===== src/rtl/pic_ctrl_seq.sv =====
`default_nettype none
// ============================================================================
// Module   : pic_ctrl_seq
// Purpose  : Wishbone master that initialises the PIC, then polls it for
//            interrupts and serialises runtime mask writes onto the bus.
// Revision : 1.0 - initial release
// ============================================================================
module pic_ctrl_seq #(
    parameter logic [31:0] PIC_BASE  = 32'h0000_0000,
    parameter logic [7:0]  ICW1_VAL  = 8'h11,
    parameter logic [7:0]  ICW2_VAL  = 8'h20,
    parameter logic [7:0]  ICW3_VAL  = 8'h00,
    parameter logic [7:0]  ICW4_VAL  = 8'h01,
    parameter logic [7:0]  INIT_MASK = 8'h00,
    parameter int unsigned HOLDOFF   = 8,
    parameter int unsigned TIMEOUT   = 16
) (
    input  logic        clk_i,
    input  logic        rst_i,
    output logic        cyc_o,
    output logic        stb_o,
    output logic        we_o,
    output logic [3:0]  sel_o,
    output logic [31:0] adr_o,
    output logic [31:0] dat_o,
    input  logic [31:0] dat_i,
    input  logic        ack_i,
    input  logic        pic_int_i,
    input  logic        mask_wr_i,
    input  logic [7:0]  mask_i,
    output logic [7:0]  irq_vec_o,
    output logic        irq_valid_o,
    input  logic        irq_ready_i,
    output logic        init_done_o,
    output logic        bus_err_o
);

    localparam logic [3:0] c_st_ini_icw1 = 4'd0;
    localparam logic [3:0] c_st_ini_icw2 = 4'd1;
    localparam logic [3:0] c_st_ini_icw3 = 4'd2;
    localparam logic [3:0] c_st_ini_icw4 = 4'd3;
    localparam logic [3:0] c_st_ini_ocw1 = 4'd4;
    localparam logic [3:0] c_st_idle     = 4'd5;
    localparam logic [3:0] c_st_mask_wr  = 4'd6;
    localparam logic [3:0] c_st_poll_wr  = 4'd7;
    localparam logic [3:0] c_st_poll_rd  = 4'd8;
    localparam logic [3:0] c_st_vec_out  = 4'd9;
    localparam logic [3:0] c_st_hold     = 4'd10;

    localparam logic [3:0] c_sel_cmd  = 4'b0001;
    localparam logic [3:0] c_sel_data = 4'b0010;
    localparam logic [7:0] c_ocw3_poll = 8'h0C;
    localparam logic [7:0] c_wait_last = 8'(TIMEOUT - 1);
    localparam logic [7:0] c_hold_last = 8'(HOLDOFF - 1);

    logic [3:0]  r_state, w_state;
    logic        r_cyc, w_cyc;
    logic        r_we, w_we;
    logic [3:0]  r_sel, w_sel;
    logic [31:0] r_dat, w_dat;
    logic [7:0]  r_wait, w_wait;
    logic [7:0]  r_hold, w_hold;
    logic [7:0]  r_vec, w_vec;
    logic        r_valid, w_valid;
    logic        r_init_done, w_init_done;
    logic        r_bus_err, w_bus_err;
    logic [7:0]  r_mask, w_mask;
    logic        r_mask_pend, w_mask_pend;

    // Per-state transfer descriptor
    logic        w_is_bus;
    logic        w_req_we;
    logic [3:0]  w_req_sel;
    logic [7:0]  w_req_byte;
    logic [3:0]  w_ack_next;
    logic [3:0]  w_to_next;

    logic        w_unused_dat;
    assign w_unused_dat = &{1'b0, dat_i[31:3]};

    always_ff @(posedge clk_i) begin
        if (rst_i) begin
            r_state     <= c_st_ini_icw1;
            r_cyc       <= 1'b0;
            r_we        <= 1'b0;
            r_sel       <= 4'b0000;
            r_dat       <= 32'h0;
            r_wait      <= 8'h0;
            r_hold      <= 8'h0;
            r_vec       <= 8'h0;
            r_valid     <= 1'b0;
            r_init_done <= 1'b0;
            r_bus_err   <= 1'b0;
            r_mask      <= 8'h0;
            r_mask_pend <= 1'b0;
        end else begin
            r_state     <= w_state;
            r_cyc       <= w_cyc;
            r_we        <= w_we;
            r_sel       <= w_sel;
            r_dat       <= w_dat;
            r_wait      <= w_wait;
            r_hold      <= w_hold;
            r_vec       <= w_vec;
            r_valid     <= w_valid;
            r_init_done <= w_init_done;
            r_bus_err   <= w_bus_err;
            r_mask      <= w_mask;
            r_mask_pend <= w_mask_pend;
        end
    end

    always_comb begin
        w_is_bus    = 1'b1;
        w_req_we    = 1'b1;
        w_req_sel   = c_sel_data;
        w_req_byte  = 8'h00;
        w_ack_next  = c_st_idle;
        w_to_next   = c_st_ini_icw1;
        w_state     = r_state;
        w_cyc       = r_cyc;
        w_we        = r_we;
        w_sel       = r_sel;
        w_dat       = r_dat;
        w_wait      = r_wait;
        w_hold      = r_hold;
        w_vec       = r_vec;
        w_valid     = r_valid;
        w_init_done = r_init_done;
        w_bus_err   = 1'b0;
        w_mask      = r_mask;
        w_mask_pend = r_mask_pend;

        case (r_state)
            c_st_ini_icw1: begin
                w_req_sel  = c_sel_cmd;
                w_req_byte = ICW1_VAL;
                w_ack_next = c_st_ini_icw2;
            end
            c_st_ini_icw2: begin
                w_req_byte = ICW2_VAL;
                w_ack_next = c_st_ini_icw3;
            end
            c_st_ini_icw3: begin
                w_req_byte = ICW3_VAL;
                w_ack_next = ICW1_VAL[0] ? c_st_ini_icw4 : c_st_ini_ocw1;
            end
            c_st_ini_icw4: begin
                w_req_byte = ICW4_VAL;
                w_ack_next = c_st_ini_ocw1;
            end
            c_st_ini_ocw1: begin
                w_req_byte = INIT_MASK;
            end
            c_st_mask_wr: begin
                w_req_byte = r_mask;
                w_to_next  = c_st_idle;
            end
            c_st_poll_wr: begin
                w_req_sel  = c_sel_cmd;
                w_req_byte = c_ocw3_poll;
                w_ack_next = c_st_poll_rd;
                w_to_next  = c_st_hold;
            end
            c_st_poll_rd: begin
                w_req_we   = 1'b0;
                w_req_sel  = c_sel_cmd;
                w_ack_next = c_st_vec_out;
                w_to_next  = c_st_hold;
            end
            default: w_is_bus = 1'b0;
        endcase

        if (w_is_bus) begin
            if (!r_cyc) begin
                // Launch; the cycle spent here is the inter-transfer gap
                w_cyc  = 1'b1;
                w_we   = w_req_we;
                w_sel  = w_req_sel;
                w_dat  = {4{w_req_byte}};
                w_wait = 8'h0;
            end else if (ack_i) begin
                w_cyc   = 1'b0;
                w_state = w_ack_next;
                if (r_state == c_st_ini_ocw1) w_init_done = 1'b1;
                // A newer mask latched during the transfer must stay pending
                if (r_state == c_st_mask_wr && r_mask == r_dat[7:0]) w_mask_pend = 1'b0;
                if (r_state == c_st_poll_rd) begin
                    w_vec   = {ICW2_VAL[7:3], dat_i[2:0]};
                    w_valid = 1'b1;
                end
            end else if (r_wait == c_wait_last) begin
                w_cyc     = 1'b0;
                w_bus_err = 1'b1;
                w_state   = w_to_next;
                w_hold    = 8'h0;
            end else begin
                w_wait = r_wait + 8'h1;
            end
        end else begin
            case (r_state)
                c_st_idle: begin
                    if (r_mask_pend)                   w_state = c_st_mask_wr;
                    else if (r_init_done && pic_int_i) w_state = c_st_poll_wr;
                end
                c_st_vec_out: begin
                    if (r_valid && irq_ready_i) begin
                        w_valid = 1'b0;
                        w_hold  = 8'h0;
                        w_state = c_st_hold;
                    end
                end
                c_st_hold: begin
                    if (r_hold == c_hold_last) w_state = c_st_idle;
                    else                       w_hold  = r_hold + 8'h1;
                end
                default: w_state = c_st_ini_icw1;
            endcase
        end

        if (mask_wr_i) begin
            w_mask_pend = 1'b1;
            w_mask      = mask_i;
        end
    end

    assign cyc_o       = r_cyc;
    assign stb_o       = r_cyc;
    assign we_o        = r_we;
    assign sel_o       = r_sel;
    assign adr_o       = PIC_BASE;
    assign dat_o       = r_dat;
    assign irq_vec_o   = r_vec;
    assign irq_valid_o = r_valid;
    assign init_done_o = r_init_done;
    assign bus_err_o   = r_bus_err;

endmodule
`default_nettype wire


===== config.mk =====
export PLATFORM = sky130hd
export DESIGN_NAME = pic_ctrl_seq
export DESIGN_NICKNAME = d
export VERILOG_FILES = /design/src/rtl/pic_ctrl_seq.sv
export SDC_FILE = /design/constraint.sdc
export NUM_CORES = 1
export LEC_CHECK = 0
export ABC_CLOCK_PERIOD_IN_PS = 2480
export CELL_PAD_IN_SITES_DETAIL_PLACEMENT = 1
export CELL_PAD_IN_SITES_GLOBAL_PLACEMENT = 2
export CORE_ASPECT_RATIO = 1.4
export CORE_MARGIN = 8
export CORE_UTILIZATION = 24
export CTS_BUF_LIST = sky130_fd_sc_hd__clkbuf_2
export DETAILED_ROUTE_END_ITERATION = 6
export GPL_ROUTABILITY_DRIVEN = 1
export PLACE_DENSITY = 0.89
export SETUP_SLACK_MARGIN = 0.05
export SKIP_CTS_REPAIR_TIMING = 1
export SLEW_MARGIN = 15
export SYNTH_ARGS = -nofsm -noshare
export SYNTH_HDL_FRONTEND = slang
export SYNTH_SLANG_ARGS = --single-unit

===== constraint.sdc =====
create_clock -name clk_i -period 2.48 [get_ports clk_i]
set_clock_uncertainty 0.1 [all_clocks]
set_input_delay 0.496 -clock clk_i [delete_from_list [all_inputs] [get_ports clk_i]]
set_output_delay 0.496 -clock clk_i [all_outputs]
set_load 0.01 [all_outputs]

==> flow_results.org, run 1 <==
** Critical path
- STA puts the critical path data arrival time at 1680 ps.
- STA classifies the critical path endpoint as a primary output.
- Critical path launch point :: cyc_o$_SDFFE_PP0P_
- Reg-to-Reg Start :: r_wait[0]$_SDFFE_PP0P_
- At the worst endpoint, the required time is 1880 ps.
- Sort of element at the start of the critical path :: register
- Max Fanout on Critical Path :: 9
- By startpoint and endpoint, the worst setup path is classified as register to primary output.

** Layout
- Measured on the finished design, the core utilization comes to 29.30%.
- At the end of the flow, the number of nets in the layout was 452.
- Most frequent cells in the layout :: clkdlybuf4s50_1, dfxtp_1, nor2_1, conb_1
- Area grow syn2layout :: 20.74%
- Most common cell after layout, fill and taps aside :: clkdlybuf4s50_1
- Cell area after layout :: 0.003555 mm^2
- Layout cell share with drive strength beyond 1 :: 9.136%

** Synth
- Number of warnings printed during yosys synthesis :: 0
- After synthesis, the share of cell area in mux cells is 3.740%.
- FF+latch count, synth :: 48
- Synth Area in Compound Gates :: 17.64%
- After synthesis, flip-flops and latches occupy 32.64% of the total area.
- Gate count after technology mapping :: 362
- By area, the combinational part of the netlist is dominated by simple AND/OR/NAND/NOR gates.
- In this run the cell area of the synthesized design comes to 0.002944 mm^2.
- Portion of synthesized cell area occupied by the leading cell type :: 32.64%
- Most area-consuming cells after synthesis :: dfxtp_1, buf_4, nor2_1
- The synthesized netlist devotes 0.8500% of its cell area to adder and majority cells.
- Most frequently used flop master after synthesis :: dfxtp_1
- Post-synth ARST share :: 0%
- Cell variety after synth :: 61
- Area fraction in and, or, nand and nor cells after synthesis :: 22.35%
- In this run, synthesis inferred 0 flip-flops with an integrated enable.
- Post-synth top area cell :: dfxtp_1
- After synthesis, the mean cell area works out to 8.133 um^2.
- Synthesized-area fraction occupied by xor and xnor cells :: 3.570%

** STA
- Endpoints failing setup :: 0
- Aggregate negative setup slack :: 0 ps
- Headroom to the max-slew limit came out at 59.12%.
- Of the available clock period, the critical path in the final layout requires 91.93%.
- Final max-slew violation count :: 0
- Number of failing hold endpoints at the final stage :: 0
- Final period demand of the worst path :: 2280 ps
- After layout, the worst setup slack is 200.2 ps.
- Worst-margin pin slew :: 607.7 ps
- Unrepaired setup endpoints after global routing :: false
- For this run, the top clock speed supported by timing is 0.4386 GHz.

** Clock network
- Clock tree synthesis selected as its root buffer the cell clkbuf_2.
- The clock reaches the later pin of the worst-skew pair after 460 ps.
- Number of CTS-inserted buffers :: 5
- After clock tree synthesis, the clock-pin slew on the worst setup and hold paths is 250 ps.
- Clock buffer depth :: 2
- In this run the number of H-tree levels came out at 2.
- TritonCTS built the clock tree.
- Clock Sink Count :: 48

** Global routing
- The number of antenna violations at the first check in global routing is 1.
- The first global-routing pass estimated 13880 um of wire.
- Via count of the first global-routing pass :: 2803
- Entering global routing, the biggest net connects 31 pins.
- Remaining global-route overflow :: 0
- Global Route Usage Sum :: 10.53%

** Detailed routing
- Dividing the detail-routed wire length by the instance count gives 15.28 um.
- Once detail routing completed, the nets flagged for antenna violations numbered 0.
- Total via count in the routed design :: 2645
- After detailed routing, the total wire length is 8497 um.
- Dividing the detail-routed via count by the number of cells gives 4.757.
- The pre-antenna-repair detailed-routing pass consisted of 4 iterations.
- Post-route DRC violation count :: 0
- For this block, the initial DRC count from the detailed router was 70.

** Placement
- OpenSTA, run right after detailed placement, puts the worst setup slack at 164.3 ps.
- In this run the tool buffered the top-level ports with 60 buffer cells.
- Detailed placer's ending HPWL :: 6655 um
- After detailed placement, the total cell area comes to 0.003483 mm^2.
- Routability-driven placement finished with a final weighted congestion of 0.8110.

** Floorplan
- The core region is 0.01213 mm^2.
- Full die area :: 0.01612 mm^2
- DIE HEIGHT :: 147.1 um
- Pin placement for this block handled 128 I/O pins.
- Number of rows in the core area :: 48
- For this configuration, the core starts out at a cell density of 24.27%.
- Horiz. Die Dim :: 109.6 um

** Power and ir drop
- P per Cell Area :: 447.7 mW/mm^2
- In this run the static leakage power is 1.298 nW.
- IR analysis of the VDD net gives a maximum drop of 179.4 uV.

** Min path
- In this run the most critical hold path is launched from sel_o[1]$_SDFFE_PP0P_.
- The worst hold path belongs to the class register to register.

** Outcome
- Status :: completed

** Flow run
- Max-cap violations in this run came to 0.
## synthesized netlist by cell type (3+ instances only)
cell and instances:
a21oi_1 24, a31oi_1 4, nor3_1 13, xnor2_1 7, o21ai_0 12, o21a_1 3, a311oi_1 4, nand4_1 4
clkbuf_1 14, nand2_1 24, or3_1 4, mux2i_1 11, inv_1 5, xor2_1 5, and3_1 3, buf_4 63
nand3_1 15, dfxtp_1 48, nand2b_1 3, nor2_1 38, o2111ai_1 3, nor4_1 4
## kinds of logic after synthesis
group | after synthesis
xor+xnor | 12
compound gates | 74
fa+ha+maj | 2
other cells | 1
buf+inv | 86
simple gates | 128
mux | 11
flops | 48
## metrics by stage
step                hold slack (ps)  instances  power, mW
floorplan                     344.3        399      1.077
global placement              348.0        547      1.153
detailed placement            348.9        547      1.160
CTS                           375.9        555      1.610
global route                  385.8        556      1.662
finish                        373.5        556      1.592
## registers in the layout, summed over array words and instances (netlist names)
name and cells:
r_hold 8, bus_err_o 1, r_mask_pend 1, r_state 4, init_done_o 1, r_mask 8, irq_valid_o 1, dat_o 8
sel_o 2, we_o 1, irq_vec_o 4, r_wait 8, cyc_o 1
## worst max-delay path, stage by stage, from the launching register on
cell and delay [ps]:
dfxtp_2 490, buf_4 190, clkdlybuf4s50_1 550
## power by group
part	switching (mW)	internal [mW]	total, mW
logic	0.167	0.142	0.309
clock network	0.277	0.169	0.447
registers	0.0359	0.800	0.836
## path summary, 6_finish.rpt
path	cells after the start	slack [ps]	to
worst min register to register	2	370	sel_o[1]$_SDFFE_PP0P_
worst max-delay path	2	200	cyc_o
worst max register to register	6	240	r_state[3]$_SDFFE_PP0P_
worst min-delay path	2	370	sel_o[1]$_SDFFE_PP0P_
## routing by layer
layer	GRT usage, %	vias to the layer above	routed length, um
met5	0	-	0
met1	10.29	1284	3168
met4	4.475	0	179
li1	-	1267	-
met3	1.534	10	364
met2	20.66	84	4785
## area by class of cell
| type | instances | area, um^2 |
|---|---|---|
| tap | 150 | 187.7 |
| fill | 1450 | 8577 |
| antenna | 1 | 2.502 |
| sequential | 48 | 962.2 |
| multi-input combinational | 265 | 1560 |
| clock inverter | 3 | 42.54 |
| timing repair buffer | 79 | 755.7 |
| clock buffer | 5 | 25.02 |
| inverter | 5 | 18.77 |
No activity file was read; power rests on OpenSTA's default activity.
==> run 2, diff against run 1 <==
--- a/config.mk
+++ b/config.mk
@@ -6,6 +6,7 @@
 export NUM_CORES = 1
 export LEC_CHECK = 0
 export ABC_CLOCK_PERIOD_IN_PS = 2480
+export CAP_MARGIN = 10
 export CELL_PAD_IN_SITES_DETAIL_PLACEMENT = 1
 export CELL_PAD_IN_SITES_GLOBAL_PLACEMENT = 2
 export CORE_ASPECT_RATIO = 1.4
==> results of run 2 <==
Same layout as run 1: the final DEF is identical, and so are final timing and power.
==> run 3, diff against run 2 <==
--- a/config.mk
+++ b/config.mk
@@ -13,6 +13,7 @@
 export CORE_MARGIN = 8
 export CORE_UTILIZATION = 24
 export CTS_BUF_LIST = sky130_fd_sc_hd__clkbuf_2
+export CTS_CLUSTER_DIAMETER = 150
 export DETAILED_ROUTE_END_ITERATION = 6
 export GPL_ROUTABILITY_DRIVEN = 1
 export PLACE_DENSITY = 0.89
==> constraint.sdc (replaced) <==
create_clock -name clk_i -period 2.48 [get_ports clk_i]
set_clock_uncertainty 0.1 [all_clocks]
set_input_delay 0.744 -clock clk_i [delete_from_list [all_inputs] [get_ports clk_i]]
set_output_delay 0.744 -clock clk_i [all_outputs]
set_load 0.01 [all_outputs]
==> flow_results.org, run 3 (synthesis results as in run 1) <==
** Outcome
- Status :: completed

** STA
- For this run, the top clock speed supported by timing is 0.4294 GHz.
- Subtracting the final worst setup slack from the clock period gives 2329 ps.
- Dividing the final minimum period by the clock period gives 93.90%.
- The count of final hold-check violations was 0.
- For the pin with the worst max-slew slack, the measured transition is 614.1 ps.
- Setup repair after global routing left no endpoint under its margin.
- Setup violations remaining at the end of the flow were counted as 0.
- Tightest slew margin relative to the limit :: 58.69%
- Final max-slew violation count :: 0

** Critical path
- In this design, the largest share of critical-path delay is due to buffers and inverters.
- Logic depth of the worst register-to-register path :: 6
- Type of the worst setup path :: register to primary output
- Endpoint of the lowest-slack register-to-register path :: r_wait[7]$_SDFFE_PP0P_
- The worst register-to-register path begins at r_wait[0]$_SDFFE_PP0P_.
- Worst-case register-to-register setup slack :: 310 ps
- Required @ worst endpoint :: 1640 ps
- Max Fanout on Critical Path :: 6
- Sum of buffers and inverters on the critical path :: 1
- Sort of element at the start of the critical path :: register
- For the worst setup path, the data arrival time is 1480 ps.
- CP max-delay cell :: clkdlybuf4s50_1
- Cell breakdown of the critical path :: clkdlybuf4s50_1
- Crit-path max cell delay :: 550 ps
- Kind of end point of the critical path :: primary output

** Floorplan
- I/O pin count :: 128
- The floorplan has 48 rows.
- The core region is 0.01213 mm^2.
- Full die area :: 0.01612 mm^2
- Starting density of the core :: 24.27%
- The die is 147.1 um tall.
- The floorplan step set the die width to 109.6 um.

** Global routing
- The total overflow left after global routing is 0.
- Global Route Usage Sum :: 10.76%
- Entering global routing, the biggest net connects 46 pins.
- The number of global-route vias before repair is 2866.
- Global-route wire length before repair :: 14060 um
- Antenna violations before repair :: 1

** Layout
- Cells with a size suffix above 1 make up 11.39% of the layout.
- Across the whole layout, storage elements account for 985.9 um^2.
- Number of nets in the finished design :: 451
- The library cell used most frequently in the layout, excluding fill and tap cells, is clkdlybuf4s50_1.
- From synthesis to final layout, the design area changed by 21.42%.
- Once layout is done, the placed cells without fillers occupy 0.003575 mm^2.
- Counting the fill cells in the layout gives 1474.
- Share of the core filled with cells :: 29.47%
- Most frequent cells in the layout :: clkdlybuf4s50_1, nor2_1, conb_1, dfxtp_1
- In the final layout, the multi-input gates occupy 0.001560 mm^2.

** Power and ir drop
- P per Cell Area :: 447.8 mW/mm^2
- The internal power of the cells totals 1.112 mW.
- For this design the total switching power over the nets is 0.4890 mW.
- Net switching is 30.55% of the power.
- VDD sags by at most 184.4 uV.
- Per report_power, the combinational group accounts for 19.3% of the total.
- Share of total power in sequential cells :: 52.0%
- Summed over all cells, the static leakage comes to 1.298 nW.
- Post-route total power :: 1.601 mW
- The share of total power dissipated in the clock network is 28.7%.

** Clock network
- Clock Sink Count :: 48
- Number of CTS-inserted buffers :: 5
- CTS tree :: done
- Clock buffer depth :: 2
- The H-tree was split into 2 levels.
- Clock-pin transition on the worst setup and hold timing paths :: 300 ps
- The tree is rooted in a clkbuf_2.
- Clock latency reported for the late side of the worst-skew pair :: 480 ps

** Detailed routing
- In this run, the number of DRC markers left after iteration 0 of detailed routing was 79.
- Post-route DRC violation count :: 0
- In this run the remaining antenna-violating nets after routing total 0.
- Dividing the detail-routed wire length by the instance count gives 15.34 um.
- After detailed routing, the number of vias per cell comes to 4.737.
- Detailed-routing iteration count for the pre-antenna-repair pass :: 5
- Across all layers, the routed design uses 2629 vias.
- Routed wire length :: 8513 um

** Flow run
- Max_cap viols :: 0

** Placement
- Routability-driven placement finished with a final weighted congestion of 0.7987.
- Area of placed instances :: 0.003476 mm^2
- The count of buffers added on input and output ports is 60.
- Summed over all nets, the half-perimeter wirelength after detailed placement is 6580 um.

** Min path
- Worst min-delay path endpoint :: sel_o[1]$_SDFFE_PP0P_
- The startpoint identified for the worst hold timing path is sel_o[1]$_SDFFE_PP0P_.
- Tightest Hold Check Type :: register to register
- The worst hold path passes through 2 cells.
-- run 3: per-stage QoR --
| step | hold WS (ps) | TNS, ps | setup slack, ps | std cells |
|---|---|---|---|---|
| 2_1_floorplan | 344.3 | 0 | 278.0 | 399 |
| 3_3_place_gp | 353.0 | -319.3 | -80.68 | 546 |
| 3_5_place_dp | 352.5 | -642.2 | -113.1 | 546 |
| 4_1_cts | 379.5 | -155.7 | -78.65 | 554 |
| 5_1_grt | 418.3 | 0 | 69.00 | 555 |
| 6_report | 376.5 | 0 | 151.3 | 555 |
-- run 3: worst max-delay path by stage --
| stage | startpoint | end | cells past startpoint | slack, ps |
|---|---|---|---|---|
| floorplan | ack_i | r_state[3]$_SDFFE_PP0P_ | 6 | 280 |
| CTS | cyc_o$_SDFFE_PP0P_ | cyc_o | 1 | -80 |
| finish | dat_o[24]$_SDFFE_PP0P_ | dat_o[8] | 1 | 150 |
| global placement | ack_i | r_wait[1]$_SDFFE_PP0P_ | 6 | -80 |
| detailed placement | ack_i | r_wait[1]$_SDFFE_PP0P_ | 6 | -110 |
| global route | dat_o[30]$_SDFFE_PP0P_ | dat_o[6] | 1 | 70 |
-- run 3: final cells by class --
cell class | instances | area share, %
Sequential cell | 48 | 27.58
Antenna cell | 1 | 0.07000
Clock buffer | 5 | 0.7000
Multi-Input combinational cell | 265 | 43.65
Timing Repair Buffer | 78 | 20.93
Clock inverter | 3 | 1.295
Inverter | 5 | 0.5250
Tap cell | 150 | 5.250
-- run 3: worst min-delay path, delay by kind of cell (launching register included) --
family,cells,cell delay [ps]
flops,1,370
compound gates,1,50
simple gates,1,50
-- run 3: layer usage --
layer  vias up  routed length [um]  track usage, %
li1       1265                   -               -
met3        14                 327           1.534
met5         -                   0               0
met1      1274                3233           10.54
met2        76                4701           20.51
met4         0                 251           5.898
-- run 3: power groups by stage --
stage,logic (mW),registers (mW),clock network (mW)
5_1_grt,0.341,0.839,0.502
6_report,0.308,0.833,0.460
3_3_place_gp,0.303,0.848,0
4_1_cts,0.309,0.836,0.474
3_5_place_dp,0.308,0.850,0
2_1_floorplan,0.237,0.840,0
